===== src/rtl/ex_stage.sv =====
// ----------------------------------------------------------------------------
// ex_stage -- execute stage of the 16-bit MISC-V pipeline.
//
// Consumes the ID/EX register outputs, computes the ALU result and the branch
// decision, and registers the EX/MEM fields.
//
// Optional feature: define EX_STAGE_MUL_EN to build the 16-cycle shift-add
// multiplier FSM. Without it, IALUOP 111 is a single-cycle op producing 0 and
// Stall is tied low.
//
// Ports:
//   CLK, Reset          clock, synchronous active-high reset
//   IRegWrite..IRegStore  control bits from ID/EX
//   IALUSrc             1: B = IImm, 0: B = I2ndArg
//   IALUOP              000 add, 001 sub, 010 and, 011 or, 100 xor,
//                       101 sll, 110 srl, 111 mul
//   I1stArg, I2ndArg    operands A and B (register)
//   I3rdArg             store data, IImm immediate, IRd destination
//   Stall               holds ID/EX and earlier stages during a multiply
//   ORegWrite..ORegStore  registered control pass-through
//   OALUResult          registered ALU result
//   OStoreData, ORd     registered I3rdArg / IRd
//   OBranchTaken        registered IBranch & (A == B), B after the mux
// ----------------------------------------------------------------------------
module ex_stage #(
    parameter int WIDTH = 16
) (
    input  logic             CLK,
    input  logic             Reset,
    input  logic             IRegWrite,
    input  logic             IALUSrc,
    input  logic [2:0]       IALUOP,
    input  logic             IBranch,
    input  logic             IMemWrite,
    input  logic             IMemRead,
    input  logic             IRegStore,
    input  logic [WIDTH-1:0] I1stArg,
    input  logic [WIDTH-1:0] I2ndArg,
    input  logic [WIDTH-1:0] I3rdArg,
    input  logic [WIDTH-1:0] IImm,
    input  logic [WIDTH-1:0] IRd,
    output logic             Stall,
    output logic             ORegWrite,
    output logic             OBranch,
    output logic             OMemWrite,
    output logic             OMemRead,
    output logic             ORegStore,
    output logic [WIDTH-1:0] OALUResult,
    output logic [WIDTH-1:0] OStoreData,
    output logic [WIDTH-1:0] ORd,
    output logic             OBranchTaken
);

    // EX/MEM output registers
    logic             regwrite_q, regwrite_d;
    logic             branch_q, branch_d;
    logic             memwrite_q, memwrite_d;
    logic             memread_q, memread_d;
    logic             regstore_q, regstore_d;
    logic             taken_q, taken_d;
    logic [WIDTH-1:0] res_q, res_d;
    logic [WIDTH-1:0] sd_q, sd_d;
    logic [WIDTH-1:0] rd_q, rd_d;

    logic [WIDTH-1:0] b_mux;
    logic [WIDTH-1:0] alu_res;
    logic             taken_c;

`ifdef EX_STAGE_MUL_EN
    typedef enum logic {
        S_IDLE,
        S_MUL
    } state_t;

    state_t           state_q, state_d;
    logic [3:0]       count_q, count_d;
    logic [WIDTH-1:0] a_q, a_d;
    logic [WIDTH-1:0] b_q, b_d;
    logic [WIDTH-1:0] acc_q, acc_d;
    // latched {RegWrite, Branch, MemWrite, MemRead, RegStore, BranchTaken}
    logic [5:0]       lctl_q, lctl_d;
    logic [WIDTH-1:0] lrd_q, lrd_d;
    logic [WIDTH-1:0] lsd_q, lsd_d;
    logic [WIDTH-1:0] partial;
    logic             stall_c;
`endif

    always_comb begin
        b_mux   = IALUSrc ? IImm : I2ndArg;
        taken_c = IBranch && (I1stArg == b_mux);
        case (IALUOP)
            3'b000:  alu_res = I1stArg + b_mux;
            3'b001:  alu_res = I1stArg - b_mux;
            3'b010:  alu_res = I1stArg & b_mux;
            3'b011:  alu_res = I1stArg | b_mux;
            3'b100:  alu_res = I1stArg ^ b_mux;
            3'b101:  alu_res = I1stArg << b_mux[3:0];
            3'b110:  alu_res = I1stArg >> b_mux[3:0];
            default: alu_res = '0;
        endcase
    end

    always_comb begin
        // Single-cycle pass-through is the default behaviour.
        regwrite_d = IRegWrite;
        branch_d   = IBranch;
        memwrite_d = IMemWrite;
        memread_d  = IMemRead;
        regstore_d = IRegStore;
        taken_d    = taken_c;
        res_d      = alu_res;
        sd_d       = I3rdArg;
        rd_d       = IRd;
`ifdef EX_STAGE_MUL_EN
        state_d = state_q;
        count_d = count_q;
        a_d     = a_q;
        b_d     = b_q;
        acc_d   = acc_q;
        lctl_d  = lctl_q;
        lrd_d   = lrd_q;
        lsd_d   = lsd_q;
        stall_c = 1'b0;
        partial = b_q[count_q] ? (a_q << count_q) : '0;

        case (state_q)
            S_IDLE: begin
                // A mul without RegWrite is a bubble and stays single-cycle.
                if (IALUOP == 3'b111 && IRegWrite) begin
                    stall_c = 1'b1;
                    state_d = S_MUL;
                    a_d     = I1stArg;
                    b_d     = b_mux;
                    acc_d   = '0;
                    count_d = '0;
                    lctl_d  = {IRegWrite, IBranch, IMemWrite, IMemRead, IRegStore, taken_c};
                    lrd_d   = IRd;
                    lsd_d   = I3rdArg;
                    // bubble into EX/MEM: control low, data held
                    regwrite_d = 1'b0;
                    branch_d   = 1'b0;
                    memwrite_d = 1'b0;
                    memread_d  = 1'b0;
                    regstore_d = 1'b0;
                    taken_d    = 1'b0;
                    res_d      = res_q;
                    sd_d       = sd_q;
                    rd_d       = rd_q;
                end
            end
            S_MUL: begin
                acc_d   = acc_q + partial;
                count_d = count_q + 4'd1;
                if (count_q != 4'd15) begin
                    stall_c    = 1'b1;
                    regwrite_d = 1'b0;
                    branch_d   = 1'b0;
                    memwrite_d = 1'b0;
                    memread_d  = 1'b0;
                    regstore_d = 1'b0;
                    taken_d    = 1'b0;
                    res_d      = res_q;
                    sd_d       = sd_q;
                    rd_d       = rd_q;
                end else begin
                    // last partial product is folded in on the writing edge
                    state_d    = S_IDLE;
                    {regwrite_d, branch_d, memwrite_d, memread_d, regstore_d, taken_d} = lctl_q;
                    res_d      = acc_q + partial;
                    sd_d       = lsd_q;
                    rd_d       = lrd_q;
                end
            end
            default: state_d = S_IDLE;
        endcase
`endif
    end

`ifdef EX_STAGE_MUL_EN
    assign Stall = stall_c & ~Reset;

    always_ff @(posedge CLK) begin
        if (Reset) begin
            state_q <= S_IDLE;
            count_q <= '0;
            a_q     <= '0;
            b_q     <= '0;
            acc_q   <= '0;
            lctl_q  <= '0;
            lrd_q   <= '0;
            lsd_q   <= '0;
        end else begin
            state_q <= state_d;
            count_q <= count_d;
            a_q     <= a_d;
            b_q     <= b_d;
            acc_q   <= acc_d;
            lctl_q  <= lctl_d;
            lrd_q   <= lrd_d;
            lsd_q   <= lsd_d;
        end
    end
`else
    assign Stall = 1'b0;
`endif

    always_ff @(posedge CLK) begin
        if (Reset) begin
            regwrite_q <= 1'b0;
            branch_q   <= 1'b0;
            memwrite_q <= 1'b0;
            memread_q  <= 1'b0;
            regstore_q <= 1'b0;
            taken_q    <= 1'b0;
            res_q      <= '0;
            sd_q       <= '0;
            rd_q       <= '0;
        end else begin
            regwrite_q <= regwrite_d;
            branch_q   <= branch_d;
            memwrite_q <= memwrite_d;
            memread_q  <= memread_d;
            regstore_q <= regstore_d;
            taken_q    <= taken_d;
            res_q      <= res_d;
            sd_q       <= sd_d;
            rd_q       <= rd_d;
        end
    end

    assign ORegWrite    = regwrite_q;
    assign OBranch      = branch_q;
    assign OMemWrite    = memwrite_q;
    assign OMemRead     = memread_q;
    assign ORegStore    = regstore_q;
    assign OBranchTaken = taken_q;
    assign OALUResult   = res_q;
    assign OStoreData   = sd_q;
    assign ORd          = rd_q;

endmodule


===== config.mk =====
export PLATFORM = sky130hd
export DESIGN_NAME = ex_stage
export DESIGN_NICKNAME = d
export VERILOG_FILES = /design/src/rtl/ex_stage.sv
export SDC_FILE = /design/constraint.sdc
export NUM_CORES = 1
export LEC_CHECK = 0
export CAP_MARGIN = 20
export CORE_MARGIN = 8
export CORE_UTILIZATION = 35
export CTS_CLUSTER_DIAMETER = 80
export DETAILED_ROUTE_END_ITERATION = 7
export PLACE_DENSITY = 0.68
export SETUP_SLACK_MARGIN = 0.1
export SLEW_MARGIN = 30
export SYNTH_ARGS = -nofsm -noshare
export SYNTH_HDL_FRONTEND = slang
export SYNTH_SLANG_ARGS = --single-unit

===== constraint.sdc =====
create_clock -name CLK -period 4.7 [get_ports CLK]
set_input_delay 0.705 -clock CLK [delete_from_list [all_inputs] [get_ports CLK]]
set_output_delay 0.705 -clock CLK [all_outputs]
set_load 0.01 [all_outputs]

==> impl_metrics.xml, run 1 <==
<?xml version="1.0" encoding="UTF-8"?>
<metrics>
  <group name="route">
    <metric name="drt_first_iter_violations" unit="">545</metric>
    <metric name="route.final.wire_length" unit="mm">20.36</metric>
    <metric name="route.detailed.vias_per_inst" unit="">5.736</metric>
    <metric name="drc" unit="">0</metric>
    <metric name="first_pass_iters" unit="">7</metric>
    <metric name="drt.antenna.violating_nets" unit="">0</metric>
    <metric name="routed-via-count" unit="">5719</metric>
    <metric name="drt-wirelength-per-cell" unit="um">20.42</metric>
  </group>
  <group name="place">
    <metric name="io_buffers" unit="">144</metric>
    <metric name="hpwlAfterDp" unit="mm">16.33</metric>
    <metric name="gp_routability_congestion" unit="">0.9989</metric>
    <metric name="dp_worst_setup_slack" unit="ps">744.5</metric>
    <metric name="total_instance_count_after_detailed_placement" unit="">989</metric>
  </group>
  <group name="sta">
    <metric name="worst_pin_slew" unit="ps">833.8</metric>
    <metric name="grt_setup_unrepaired" unit="">no</metric>
    <metric name="postLayoutSetupSlackWorst" unit="ps">1033</metric>
    <metric name="finalSetupViolations" unit="">0</metric>
    <metric name="max_freq" unit="GHz">0.2727</metric>
    <metric name="timing_hold_violations_final" unit="">0</metric>
    <metric name="finalCritPeriodShare" unit="%">78.02</metric>
    <metric name="tns" unit="ps">0</metric>
    <metric name="finalWorstPathRequiredPeriod" unit="ps">3667</metric>
    <metric name="slew_viol_final" unit="">0</metric>
    <metric name="timing.slew.headroom" unit="%">43.98</metric>
  </group>
  <group name="global_routing">
    <metric name="track_usage" unit="%">19.84</metric>
    <metric name="grt_antenna_before_repair" unit="">0</metric>
    <metric name="global_route_wire_length_before_repair" unit="mm">31.22</metric>
    <metric name="grt_max_degree" unit="">41</metric>
    <metric name="via_count_of_the_first_global_routing_pass" unit="">5387</metric>
    <metric name="global_route.overflow_total" unit="">0</metric>
  </group>
  <group name="synthesis">
    <metric name="synth.ff_latch_count" unit="">54</metric>
    <metric name="post_synthesis_instance_area" unit="mm^2">0.005406</metric>
    <metric name="synth_nets" unit="">836</metric>
    <metric name="synth.lib_cells_used.distinct" unit="">69</metric>
    <metric name="syn-instance-count" unit="">684</metric>
    <metric name="yosys-top-cells-area" unit="">sky130_fd_sc_hd__dfxtp_1 (20%), sky130_fd_sc_hd__ha_1 (14%), sky130_fd_sc_hd__mux2i_1 (10%)</metric>
    <metric name="synth_adder_area_share" unit="%">14.39</metric>
    <metric name="synth-xor-area-share" unit="%">2.754</metric>
    <metric name="synth.mux.area_fraction" unit="%">14.21</metric>
    <metric name="synth_compound_area_share" unit="%">23.14</metric>
    <metric name="synth_edf_count" unit="">0</metric>
    <metric name="syn_area_per_cell" unit="um^2">7.904</metric>
    <metric name="synth_seq_area_share" unit="%">20.00</metric>
    <metric name="synthDominantCellAreaShare" unit="%">20.00</metric>
    <metric name="synth_simple_gate_area_share" unit="%">18.54</metric>
    <metric name="cell_type_with_the_largest_total_area_after_synthesis" unit="">sky130_fd_sc_hd__dfxtp_1</metric>
    <metric name="synth-async-reset-ratio" unit="%">0</metric>
    <metric name="synth_warnings" unit="">0</metric>
    <metric name="synth_top_family_by_area" unit="">compound AO/OA/AOI/OAI gates</metric>
    <metric name="synth_flop_cell" unit="">sky130_fd_sc_hd__dfxtp_1</metric>
  </group>
  <group name="floorplanning">
    <metric name="core_rows" unit="">45</metric>
    <metric name="fp.dieArea" unit="mm^2">0.01968</metric>
    <metric name="coreArea" unit="mm^2">0.01515</metric>
    <metric name="floorplan.io_pins" unit="">146</metric>
    <metric name="horiz_die_dim" unit="um">140.3</metric>
    <metric name="effective_utilization_at_floorplan" unit="%">35.70</metric>
    <metric name="die_y" unit="um">140.3</metric>
  </group>
  <group name="clock_network">
    <metric name="tritoncts" unit="">yes</metric>
    <metric name="clock_tree.root_cell" unit="">sky130_fd_sc_hd__clkbuf_16</metric>
    <metric name="clock_net_sink_count" unit="">54</metric>
    <metric name="max-clock-path-buffers" unit="">2</metric>
    <metric name="cts_repair_resize_count" unit="">0</metric>
    <metric name="cts_inserted_buffers" unit="">5</metric>
    <metric name="cts.reportedPaths.clkPinSlew" unit="ps">80</metric>
    <metric name="ctsHtreeMaxLevel" unit="">2</metric>
    <metric name="post-cts-setup-buffer-count" unit="">0</metric>
    <metric name="post_cts_hold_buffer_count" unit="">0</metric>
  </group>
  <group name="setup_path">
    <metric name="worst_setup_path_endpoint" unit="">OALUResult[10]</metric>
    <metric name="cp_cell_sequence" unit="">buf_2 -&gt; buf_4 -&gt; mux2i_1 -&gt; inv_1 -&gt; ha_1 -&gt; or4_1 -&gt; o22ai_1 -&gt; or2_2 -&gt; a21oi_1 -&gt; or4_1 -&gt; a31oi_1</metric>
    <metric name="timing.critical_path.from" unit="">IALUSrc</metric>
    <metric name="startpoint_type_of_the_worst_setup_path" unit="">input port</metric>
    <metric name="timing.critical_path.arrival" unit="ps">3900</metric>
    <metric name="critPathRequiredTime" unit="ps">4930</metric>
    <metric name="critPathMaxStageDelay" unit="ps">500</metric>
    <metric name="timing.critical_path.fanout_max" unit="">12</metric>
    <metric name="crit_buf_inv" unit="">3</metric>
    <metric name="timing.critical_path.depth" unit="">11</metric>
    <metric name="cpMostUsedCell" unit="">sky130_fd_sc_hd__or4_1</metric>
    <metric name="setup.worst_path.end_class" unit="">register</metric>
    <metric name="worst-setup-path-type" unit="">in -&gt; reg</metric>
    <metric name="critPathTopFamily" unit="">simple AND/OR/NAND/NOR gates</metric>
    <metric name="cpMaxStageDelayCell" unit="">sky130_fd_sc_hd__or4_1</metric>
  </group>
  <group name="pwr">
    <metric name="power_per_cell_area" unit="mW/mm^2">227.0</metric>
    <metric name="leakage_power_summed_over_all_cells" unit="nW">2.933</metric>
    <metric name="worst_ir_drop_vdd" unit="mV">0.1420</metric>
  </group>
  <group name="cells_and_area">
    <metric name="layout-drive-gt1-share" unit="%">6.304</metric>
    <metric name="areaGrowthSynthToFinish" unit="%">32.56</metric>
    <metric name="diodes" unit="">0</metric>
    <metric name="num-nets-final" unit="">960</metric>
    <metric name="stdcell_count" unit="">997</metric>
  </group>
  <group name="min_path">
    <metric name="hold_class" unit="">in -&gt; reg</metric>
  </group>
  <group name="status">
    <metric name="run_status" unit="">finished clean</metric>
  </group>
  <group name="flow_run">
    <metric name="max-cap-violations" unit="">0</metric>
  </group>
</metrics>
-- cells by family after synthesis --
group / after synthesis
simple gates: 206
compound gates: 189
flops: 54
fa+ha+maj: 61
xor+xnor: 17
other cells: 1
mux: 65
buf+inv: 91
-- power by group --
group | switching, mW | internal (mW) | total, mW
sequential | 0.00886 | 0.488 | 0.497
combinational | 0.413 | 0.333 | 0.746
clock | 0.180 | 0.204 | 0.384
-- Yosys cell counts, types with 3 or more instances --
library cell and instances:
sky130_fd_sc_hd__o21a_1 6, sky130_fd_sc_hd__inv_1 46, sky130_fd_sc_hd__mux4_2 6, sky130_fd_sc_hd__o311ai_0 4, sky130_fd_sc_hd__inv_2 3, sky130_fd_sc_hd__a21o_1 4, sky130_fd_sc_hd__nor4_1 3, sky130_fd_sc_hd__o21bai_1 4
sky130_fd_sc_hd__dfxtp_1 54, sky130_fd_sc_hd__a221oi_1 6, sky130_fd_sc_hd__ha_1 59, sky130_fd_sc_hd__nor2_1 54, sky130_fd_sc_hd__nand3_1 16, sky130_fd_sc_hd__buf_1 7, sky130_fd_sc_hd__or3_1 4, sky130_fd_sc_hd__mux2i_4 3
sky130_fd_sc_hd__buf_2 5, sky130_fd_sc_hd__nand2_1 56, sky130_fd_sc_hd__a31oi_1 13, sky130_fd_sc_hd__o31ai_1 5, sky130_fd_sc_hd__nor2b_1 39, sky130_fd_sc_hd__or2_2 4, sky130_fd_sc_hd__xor2_1 4, sky130_fd_sc_hd__a21oi_1 53
sky130_fd_sc_hd__a211oi_1 18, sky130_fd_sc_hd__xnor2_1 13, sky130_fd_sc_hd__o211ai_1 11, sky130_fd_sc_hd__o2111ai_1 4, sky130_fd_sc_hd__mux2i_1 54, sky130_fd_sc_hd__clkbuf_1 25, sky130_fd_sc_hd__nand2b_1 5, sky130_fd_sc_hd__o22ai_1 8
sky130_fd_sc_hd__nor3_1 13, sky130_fd_sc_hd__a31o_2 4, sky130_fd_sc_hd__a2111oi_0 3, sky130_fd_sc_hd__o21ai_0 25
-- layout make-up --
type                            count  area [um^2]
Clock buffer                        5        125.1
Tap cell                          188        235.2
Multi-Input combinational cell    539         3965
Inverter                           50        190.2
Clock inverter                      3        28.78
Sequential cell                    54         1081
Fill cell                        1516         7979
Timing Repair Buffer              158         1541
-- placed cells by master, fill, tap and decap left out, types with 3 or more instances in the layout --
| cell type | Yosys | layout |
|---|---|---|
| sky130_fd_sc_hd__nor4_1 | 3 | 3 |
| sky130_fd_sc_hd__a31o_2 | 4 | 4 |
| sky130_fd_sc_hd__o311ai_0 | 4 | 4 |
| sky130_fd_sc_hd__xor2_1 | 4 | 4 |
| sky130_fd_sc_hd__nand2_1 | 56 | 56 |
| sky130_fd_sc_hd__or3_1 | 4 | 4 |
| sky130_fd_sc_hd__mux2i_1 | 54 | 53 |
| sky130_fd_sc_hd__a21oi_1 | 53 | 53 |
| sky130_fd_sc_hd__dfxtp_1 | 54 | 54 |
| sky130_fd_sc_hd__a31oi_1 | 13 | 13 |
| sky130_fd_sc_hd__o211ai_1 | 11 | 11 |
| sky130_fd_sc_hd__a211oi_1 | 18 | 18 |
| sky130_fd_sc_hd__a2111oi_0 | 3 | 3 |
| sky130_fd_sc_hd__nor2b_1 | 39 | 39 |
| sky130_fd_sc_hd__buf_4 | 2 | 14 |
| sky130_fd_sc_hd__ha_1 | 59 | 59 |
| sky130_fd_sc_hd__clkbuf_16 | 0 | 5 |
| sky130_fd_sc_hd__o21ai_0 | 25 | 25 |
| sky130_fd_sc_hd__o2111ai_1 | 4 | 4 |
| sky130_fd_sc_hd__mux4_2 | 6 | 6 |
| sky130_fd_sc_hd__mux2i_4 | 3 | 4 |
| sky130_fd_sc_hd__a21o_1 | 4 | 4 |
| sky130_fd_sc_hd__inv_2 | 3 | 3 |
| sky130_fd_sc_hd__or2_2 | 4 | 4 |
| sky130_fd_sc_hd__a221oi_1 | 6 | 6 |
| sky130_fd_sc_hd__nand3_1 | 16 | 16 |
| sky130_fd_sc_hd__nand2b_1 | 5 | 5 |
| sky130_fd_sc_hd__o21bai_1 | 4 | 4 |
| sky130_fd_sc_hd__o22ai_1 | 8 | 8 |
| sky130_fd_sc_hd__xnor2_1 | 13 | 13 |
| sky130_fd_sc_hd__clkdlybuf4s50_1 | 0 | 143 |
| sky130_fd_sc_hd__nor2_1 | 54 | 54 |
| sky130_fd_sc_hd__nor3_1 | 13 | 13 |
| sky130_fd_sc_hd__o31ai_1 | 5 | 5 |
| sky130_fd_sc_hd__inv_1 | 46 | 46 |
| sky130_fd_sc_hd__o21a_1 | 6 | 6 |
-- worst min-delay path by stage --
stage	startpoint	end	slack, ps	cells after the start
after global routing	IRd[10]	ORd[10]	960	2
after detailed placement	IRd[3]	ORd[3]	1270	2
final	IMemWrite	OMemWrite	960	2
after CTS	IMemWrite	OMemWrite	950	2
after floorplan	IMemRead	OMemRead	830	1
after global placement	I3rdArg[8]	OStoreData[8]	1260	2
-- routing by layer --
layer | vias to the layer above | global-route usage [%] | wire, um
met5 | - | 0 | 0
met3 | 41 | 4.179 | 1924
met4 | 0 | 7.714 | 668
met1 | 2690 | 24.68 | 8494
met2 | 290 | 32.87 | 9274
li1 | 2698 | - | -
-- state kept, by name, summed over array words and instances (netlist names) --
signal and cells:
ORegWrite 1, OBranch 1, OBranchTaken 1, ORegStore 1, OMemWrite 1, OMemRead 1
OALUResult 16, OStoreData 16, ORd 16
-- stage by stage --
| stage | area [um^2] | power, mW | utilization (%) | hold WS, ps |
|---|---|---|---|---|
| CTS | 7167 | 1.630 | 47.32 | 950.6 |
| global placement | 7013 | 1.239 | 46.30 | 1263 |
| detailed placement | 7013 | 1.240 | 46.30 | 1267 |
| finish | 7167 | 1.627 | 47.32 | 958.3 |
| global route | 7167 | 1.713 | 47.32 | 955.3 |
| floorplan | 5406 | 0.9534 | - | 833.2 |
Note: power is estimated with default switching activity, not from simulation.
==> run 2, diff against run 1 <==
==> constraint.sdc (replaced) <==
create_clock -name CLK -period 3.8 [get_ports CLK]
set_input_delay 0.57 -clock CLK [delete_from_list [all_inputs] [get_ports CLK]]
set_output_delay 0.57 -clock CLK [all_outputs]
set_load 0.01 [all_outputs]
==> run 2 against run 1 <==
Wire length rose by 0.64%; first-iteration DRC count rose by 21%; clock power rose by 28%; utilization rose by 1.0 points; count of clock-buffer cells in the layout did not move.
==> impl_metrics.xml, run 2 (synthesis gave the netlist of run 1 again) <==
<?xml version="1.0" encoding="UTF-8"?>
<metrics>
  <group name="clock_network">
    <metric name="post-cts-setup-buffer-count" unit="">0</metric>
    <metric name="cts_repair_resize_count" unit="">0</metric>
    <metric name="max-clock-path-buffers" unit="">2</metric>
    <metric name="clock_net_sink_count" unit="">54</metric>
    <metric name="tritoncts" unit="">yes</metric>
    <metric name="ctsHtreeMaxLevel" unit="">2</metric>
    <metric name="post_cts_hold_buffer_count" unit="">0</metric>
    <metric name="cts.reportedPaths.clkPinSlew" unit="ps">80</metric>
    <metric name="clock_tree.root_cell" unit="">sky130_fd_sc_hd__clkbuf_16</metric>
    <metric name="cts_inserted_buffers" unit="">5</metric>
  </group>
  <group name="route">
    <metric name="drt-wirelength-per-cell" unit="um">20.13</metric>
    <metric name="routed-via-count" unit="">5640</metric>
    <metric name="drt.antenna.violating_nets" unit="">0</metric>
    <metric name="first_pass_iters" unit="">5</metric>
    <metric name="drc" unit="">0</metric>
    <metric name="drt_first_iter_violations" unit="">661</metric>
    <metric name="route.final.wire_length" unit="mm">20.49</metric>
    <metric name="route.detailed.vias_per_inst" unit="">5.540</metric>
  </group>
  <group name="sta">
    <metric name="worst_pin_slew" unit="ps">774.5</metric>
    <metric name="timing.slew.headroom" unit="%">47.97</metric>
    <metric name="finalSetupViolations" unit="">0</metric>
    <metric name="slew_viol_final" unit="">0</metric>
    <metric name="finalWorstPathRequiredPeriod" unit="ps">3494</metric>
    <metric name="grt_setup_unrepaired" unit="">no</metric>
    <metric name="postLayoutSetupSlackWorst" unit="ps">305.6</metric>
    <metric name="tns" unit="ps">0</metric>
    <metric name="max_freq" unit="GHz">0.2862</metric>
    <metric name="finalCritPeriodShare" unit="%">91.96</metric>
    <metric name="timing_hold_violations_final" unit="">0</metric>
  </group>
  <group name="floorplanning">
    <metric name="die_y" unit="um">140.3</metric>
    <metric name="horiz_die_dim" unit="um">140.3</metric>
    <metric name="fp.dieArea" unit="mm^2">0.01968</metric>
    <metric name="coreArea" unit="mm^2">0.01515</metric>
    <metric name="floorplan.io_pins" unit="">146</metric>
    <metric name="effective_utilization_at_floorplan" unit="%">35.70</metric>
    <metric name="core_rows" unit="">45</metric>
  </group>
  <group name="cells_and_area">
    <metric name="layout-drive-gt1-share" unit="%">8.675</metric>
    <metric name="num-nets-final" unit="">981</metric>
    <metric name="utilization" unit="%">48.36</metric>
    <metric name="layout.cells.most_common_list" unit="">sky130_fd_sc_hd__clkdlybuf4s50_1 (143), sky130_fd_sc_hd__ha_1 (59), sky130_fd_sc_hd__nand2_1 (56), sky130_fd_sc_hd__dfxtp_1 (54), sky130_fd_sc_hd__nor2_1 (54)</metric>
    <metric name="final_common_cell" unit="">sky130_fd_sc_hd__clkdlybuf4s50_1</metric>
    <metric name="areaGrowthSynthToFinish" unit="%">35.48</metric>
    <metric name="diodes" unit="">0</metric>
  </group>
  <group name="place">
    <metric name="dp_worst_setup_slack" unit="ps">85.57</metric>
    <metric name="hpwlAfterDp" unit="mm">16.62</metric>
    <metric name="gp_routability_congestion" unit="">0.9781</metric>
    <metric name="io_buffers" unit="">144</metric>
  </group>
  <group name="global_routing">
    <metric name="global_route_wire_length_before_repair" unit="mm">32.24</metric>
    <metric name="global_route.overflow_total" unit="">0</metric>
    <metric name="via_count_of_the_first_global_routing_pass" unit="">5611</metric>
    <metric name="grt_max_degree" unit="">38</metric>
    <metric name="grt_antenna_before_repair" unit="">0</metric>
    <metric name="track_usage" unit="%">20.53</metric>
  </group>
  <group name="pwr">
    <metric name="comb_power_share" unit="%">46.1</metric>
    <metric name="p_sw" unit="mW">0.7656</metric>
    <metric name="power.share.sequential" unit="%">29.9</metric>
    <metric name="internal_power" unit="mW">1.287</metric>
    <metric name="power_per_cell_area" unit="mW/mm^2">280.2</metric>
    <metric name="switching_share" unit="%">37.30</metric>
    <metric name="worst_ir_drop_vdd" unit="mV">0.3107</metric>
    <metric name="power.clock.fraction" unit="%">23.9</metric>
    <metric name="leakage_power_summed_over_all_cells" unit="nW">3.035</metric>
  </group>
  <group name="status">
    <metric name="run_status" unit="">finished clean</metric>
  </group>
  <group name="setup_path">
    <metric name="timing.critical_path.fanout_max" unit="">11</metric>
    <metric name="startpoint_type_of_the_worst_setup_path" unit="">input port</metric>
    <metric name="setup.worst_path.end_class" unit="">register</metric>
    <metric name="worst-setup-path-type" unit="">in -&gt; reg</metric>
    <metric name="timing.critical_path.arrival" unit="ps">3720</metric>
    <metric name="critPathRequiredTime" unit="ps">4020</metric>
  </group>
  <group name="min_path">
    <metric name="hold_class" unit="">in -&gt; reg</metric>
  </group>
  <group name="flow_run">
    <metric name="max-cap-violations" unit="">0</metric>
  </group>
</metrics>
[run 2: cell types whose count changed in the layout (fill, tap and decap cells not counted), sizes merged]
cell	change
buf	+21
[run 2: power by group through the flow]
stage	sequential [mW]	clock, mW	combinational (mW)
after detailed placement	0.628	0	0.931
after global placement	0.627	0	0.927
after floorplan	0.647	0	0.533
after global routing	0.618	0.531	1.03
final	0.614	0.491	0.947
after CTS	0.615	0.505	0.936
[run 2: routing by layer]
| metal | GRT usage [%] | part of all wire (%) |
|---|---|---|
| met5 | 0 | 0 |
| met4 | 6.400 | 2.7 |
| met3 | 4.655 | 9.3 |
| met2 | 33.48 | 46 |
| met1 | 26.32 | 42 |
[run 2: critical path: stages]
cell	delay (ps)
sky130_fd_sc_hd__clkdlybuf4s50_1	520
sky130_fd_sc_hd__mux2i_4	100
sky130_fd_sc_hd__inv_4	130
sky130_fd_sc_hd__ha_1	210
sky130_fd_sc_hd__inv_1	90
sky130_fd_sc_hd__fa_1	440
sky130_fd_sc_hd__or2_2	320
sky130_fd_sc_hd__a21oi_1	280
sky130_fd_sc_hd__o22ai_1	240
sky130_fd_sc_hd__or2_2	320
sky130_fd_sc_hd__a21oi_1	200
sky130_fd_sc_hd__o211ai_1	120
sky130_fd_sc_hd__a31oi_1	180
[run 2: path summary, 6_finish.rpt]
check | startpoint | end | cells past startpoint
setup / recovery | IImm[0] | OALUResult[10] | 13
hold / removal | IRd[7] | ORd[7] | 2
[run 2: cell type report]
class,instances,area [um^2]
Multi-Input combinational cell,539,3965
Clock inverter,3,28.78
Clock buffer,5,125.1
Sequential cell,54,1081
Tap cell,188,235.2
Inverter,50,190.2
Fill cell,1510,7821
Timing Repair Buffer,179,1699
[run 2: metrics by stage]
| step | power, mW | instance area [um^2] | hold slack [ps] | instances |
|---|---|---|---|---|
| floorplan | 1.179 | 5406 | 698.2 | 684 |
| global placement | 1.554 | 7171 | 1129 | 1010 |
| detailed placement | 1.559 | 7171 | 1130 | 1010 |
| CTS | 2.055 | 7325 | 816.7 | 1018 |
| global route | 2.178 | 7325 | 820.5 | 1018 |
| finish | 2.052 | 7325 | 821.9 | 1018 |
==> edit 1: new RTL, flow settings as in run 2 <==
The option `EX_STAGE_MUL_EN` is turned on by a define.
--- a/src/rtl/ex_stage.sv
+++ b/src/rtl/ex_stage.sv
@@ -22,6 +22,8 @@
 //   OStoreData, ORd     registered I3rdArg / IRd
 //   OBranchTaken        registered IBranch & (A == B), B after the mux
 // ----------------------------------------------------------------------------
+`define EX_STAGE_MUL_EN
+
 module ex_stage #(
     parameter int WIDTH = 16
 ) (
Formal check against the unedited RTL: not equivalent (Yosys sat finds a counterexample within 4 cycles, from zero or initial values and one cycle with Reset high).
==> edit 1 against run 2 <==
  * Hold slack got worse by 0.37 ns
  * Sequential cell count up 91
  * Setup slack worse by 0.20 ns
  * Cell area is 94% higher
  * Total power up 130%
  * Utilization shrank 1.4 points
  * Area after synthesis rose by 98%
  * Wire length up 98%
  * Count of clock-buffer cells in the layout rose by 12
  * Largest cell class unchanged
==> edit 1: results (changes against run 2) <==
Synthesis
  – Sequential share of the synthesized area: 27.07% (+7.1 points)
  – Compound-Gate Fraction of Synth Area: 22.91% (-0.23 points)
  – Area contributors post-synth: dfxtp_1 (27%), mux2i_1 (9.9%), ha_1 (8.4%), nand2_1 (6.6%), nor2_1 (5.5%)
  – Synth unique cells: 74 (+7.2%)
  – Mux share of post-synthesis cell area: 14.65% (+0.44 points)

Placed design
  – Dpl ws: -0.2049 ns (-0.2905 ns)
  – Placed cell count: 1971 (+95%)
  – Post-DP Area: 0.01360 mm2 (+90%)
  – I/O Buffers: 145 (+0.69%)
  – Routability cong.: 0.9561 (-2.2%)

Route
  – DRT iter0 DRCs: 833 (+26%)
  – WL final: 40540 um (+98%)

Final layout
  – Layout cells sized above 1: 17.23% (+8.6 points)
  – Layout fillers: 2970 (+97%)
  – Non-filler instance count after layout: 2004 (+97%)
  – Layout Nets: 1761 (+80%)

CTS
  – CTS resizes: 2 (+2)
  – H-tree lvl count: 4 (+2)
  – Clk pin slew, worst setup/hold paths: 0.06 ns (-0.02 ns)

Status
  – Status: completed

Power and ir drop
  – Internal: 0.003093 W (+140%)
  – Part of the power in combinational logic: 29.6% (-16 points)
  – Clock Power Share: 35.1% (+11 points)
  – Leakage: 5.795 nW (+91%)

Critical path
  – WS Path Type: in -> out
  – Slowest stage delay, CP: 0.65 ns (+0.13 ns)
  – Crit-path max FO: 2 (-9)
  – Top delay family on crit path: simple AND/OR/NAND/NOR gates

Worst hold path
  – Hold path start: lrd_q[6]
  – Hold EP: lrd_q[6]
  – Min-Delay Path Class: reg -> reg

GRT
  – Vias in the first global route: 10770 (+92%)
  – First-pass GRT wire length: 61910 um (+92%)
  – GR Util All Layers: 21.61% (+1.1 points)

STA
  – Final hold slack: 0.4549 ns (-0.3669 ns)
  – Slew headroom: 37.20% (-11 points)
## edit 1: per-layer routing
layer	up-vias	GRT usage, %	routed length, um
met4	0	7.458	1245
met3	67	2.827	2266
met2	373	36.80	19540
li1	5357	-	-
met5	-	0	0
met1	5221	27.66	17490
## edit 1: final cells by class
cell class	count	area [um2]	area share, %
Sequential cell	145	2908	20.41
Clock buffer	17	425.4	2.987
Multi-Input combinational cell	1058	7261	50.97
Tap cell	396	495.5	3.479
Clock inverter	15	136.4	0.9575
Inverter	54	205.2	1.441
Timing Repair Buffer	319	2813	19.75
## edit 1: worst max-delay path by stage
stage                      to  slack [ns]  depth (start not counted)
6_report                Stall        0.11                          6
3_3_place_gp   OALUResult[12]       -0.18                         13
5_1_grt        OALUResult[14]        0.06                         16
4_1_cts        OALUResult[14]        0.11                         14
3_5_place_dp    OALUResult[7]       -0.20                         13
2_1_floorplan  OALUResult[14]        0.14                         15
==> edit 2: new RTL, config.mk and constraints of run 2 <==
Without the edit above. `res_q` no longer has a reset.
--- a/src/rtl/ex_stage.sv
+++ b/src/rtl/ex_stage.sv
@@ -212,7 +212,6 @@
             memread_q  <= 1'b0;
             regstore_q <= 1'b0;
             taken_q    <= 1'b0;
-            res_q      <= '0;
             sd_q       <= '0;
             rd_q       <= '0;
         end else begin
@@ -222,10 +221,13 @@
             memread_q  <= memread_d;
             regstore_q <= regstore_d;
             taken_q    <= taken_d;
-            res_q      <= res_d;
             sd_q       <= sd_d;
             rd_q       <= rd_d;
         end
+    end
+
+    always_ff @(posedge CLK) begin
+        res_q <= res_d;
     end
 
     assign ORegWrite    = regwrite_q;
Function: changed (Yosys sat finds a counterexample within 4 cycles, from zero or initial values and one cycle with Reset high).
==> edit 2 against run 2 <==
  * Cell area rose by 0.19%
  * Area after synthesis fell by 2.2%
  * Setup slack improved by 0.025 ns
  * Total power rose by 4.8%
  * Sequential cell count did not move
  * Die area fell by 1.9%
  * Wire length rose by 1.1%
  * Sequential share of layout area barely moved
==> edit 2: results (changes against run 2) <==
Status
  – Status: completed

Worst hold path
  – Hold EP: ORd[10]
  – Min-Delay Path Class: in -> reg
  – Hold path start: IRd[10]

Route
  – Routed vias/inst: 5.661 (+2.2%)
  – DR WL/cell: 20.28 um (+0.75%)
  – DRT iter0 DRCs: 572 (-13%)
  – Pre-antenna DRT Iters: 6 (+1)

Synthesis
  – Syn Area/Cell: 7.859 um2 (-0.58%)
  – Sequential share of the synthesized area: 20.44% (+0.44 points)
  – Compound-Gate Fraction of Synth Area: 24.27% (+1.1 points)
  – Mux share of post-synthesis cell area: 11.64% (-2.6 points)
  – Synth Area in Adders: 14.71% (+0.32 points)
  – Syn Nets: 825 (-1.3%)
  – Synth top cells by count: ha_1 (59), nor2_1 (58), a21oi_1 (55)
  – Post-synthesis xor/xnor area fraction: 3.643% (+0.89 points)
  – Synth unique cells: 65 (-5.8%)
  – Area contributors post-synth: dfxtp_1 (20%), ha_1 (14%), mux2i_1 (9.5%), a21oi_1 (5.2%), nor2b_1 (4.8%)

Power and ir drop
  – Leakage: 3.178 nW (+4.7%)
  – Internal: 0.001343 W (+4.4%)
  – Peak VDD IR: 0.2230 mV (-28%)

GRT
  – Vias in the first global route: 5645 (+0.61%)
  – Largest net degree at the start of global routing: 32 (-16%)
  – First-pass GRT wire length: 31900 um (-1.0%)
  – GR Util All Layers: 20.68% (+0.15 points)

Placed design
  – Routability cong.: 0.9903 (+1.2%)
  – Post-DP Area: 0.007184 mm2 (+0.19%)
  – Placed wire-length estimate: 16900 um (+1.7%)

Final layout
  – Non-filler instance count after layout: 1022 (+0.39%)
  – Layout fillers: 1484 (-1.7%)
  – Layout Nets: 985 (+0.41%)
  – Layout cells sized above 1: 8.513% (-0.16 points)

STA
  – Slew headroom: 47.58% (-0.39 points)

Critical path
  – WP data arrival: 3.66 ns (-0.06 ns)
  – Critical Path Source: I2ndArg[0]
  – Crit-path max FO: 4 (-7)
  – Crit path to: OALUResult[10]
  – Slowest stage delay, CP: 0.56 ns (+0.04 ns)

CTS
  – CTS resizes: 0 (unchanged)
[edit 2: cell count changes after synthesis, moves of 5 or more]
| cell | delta |
|---|---|
| o221ai_1 | +5 |
| nand2_1 | -13 |
| a221oi_1 | +5 |
| a211oi_1 | -7 |
| a221o_1 | +5 |
| a22oi_1 | +6 |
| and3_1 | +5 |
| nand3_1 | -7 |
| nor3_1 | +10 |
| a31oi_1 | -5 |
[edit 2: cell type report]
class	instances	area, um2	area share (%)
Sequential cell	54	1081	14.73
Multi-Input combinational cell	534	3895	53.08
Timing Repair Buffer	193	1804	24.59
Clock inverter	3	28.78	0.3922
Inverter	45	168.9	2.302
Tap cell	188	235.2	3.205
Clock buffer	5	125.1	1.705
[edit 2: through the flow]
step	total power (W)	hold slack, ns	setup WS, ns
after floorplan	0.001206	0.6416	0.1002
after global placement	0.001641	1.128	0.09459
after detailed placement	0.001642	1.130	0.04142
after CTS	0.002144	0.8089	0.3499
after global routing	0.002255	0.8108	0.2090
final	0.002151	0.8114	0.3302
[edit 2: power groups by stage]
stage | registers (W) | clock network (W) | logic (W)
floorplan | 0.000672 | 0 | 0.000534
global placement | 0.000648 | 0 | 0.000993
detailed placement | 0.000649 | 0 | 0.000993
CTS | 0.000636 | 0.000510 | 0.000998
global route | 0.000639 | 0.000528 | 0.00109
finish | 0.000635 | 0.000503 | 0.00101
[edit 2: routing by layer]
| metal | part of all wire (%) | track usage (%) |
|---|---|---|
| met4 | 2.6 | 7.048 |
| met5 | 0 | 0 |
| met2 | 45 | 32.96 |
| met1 | 44 | 26.87 |
| met3 | 8.9 | 4.785 |
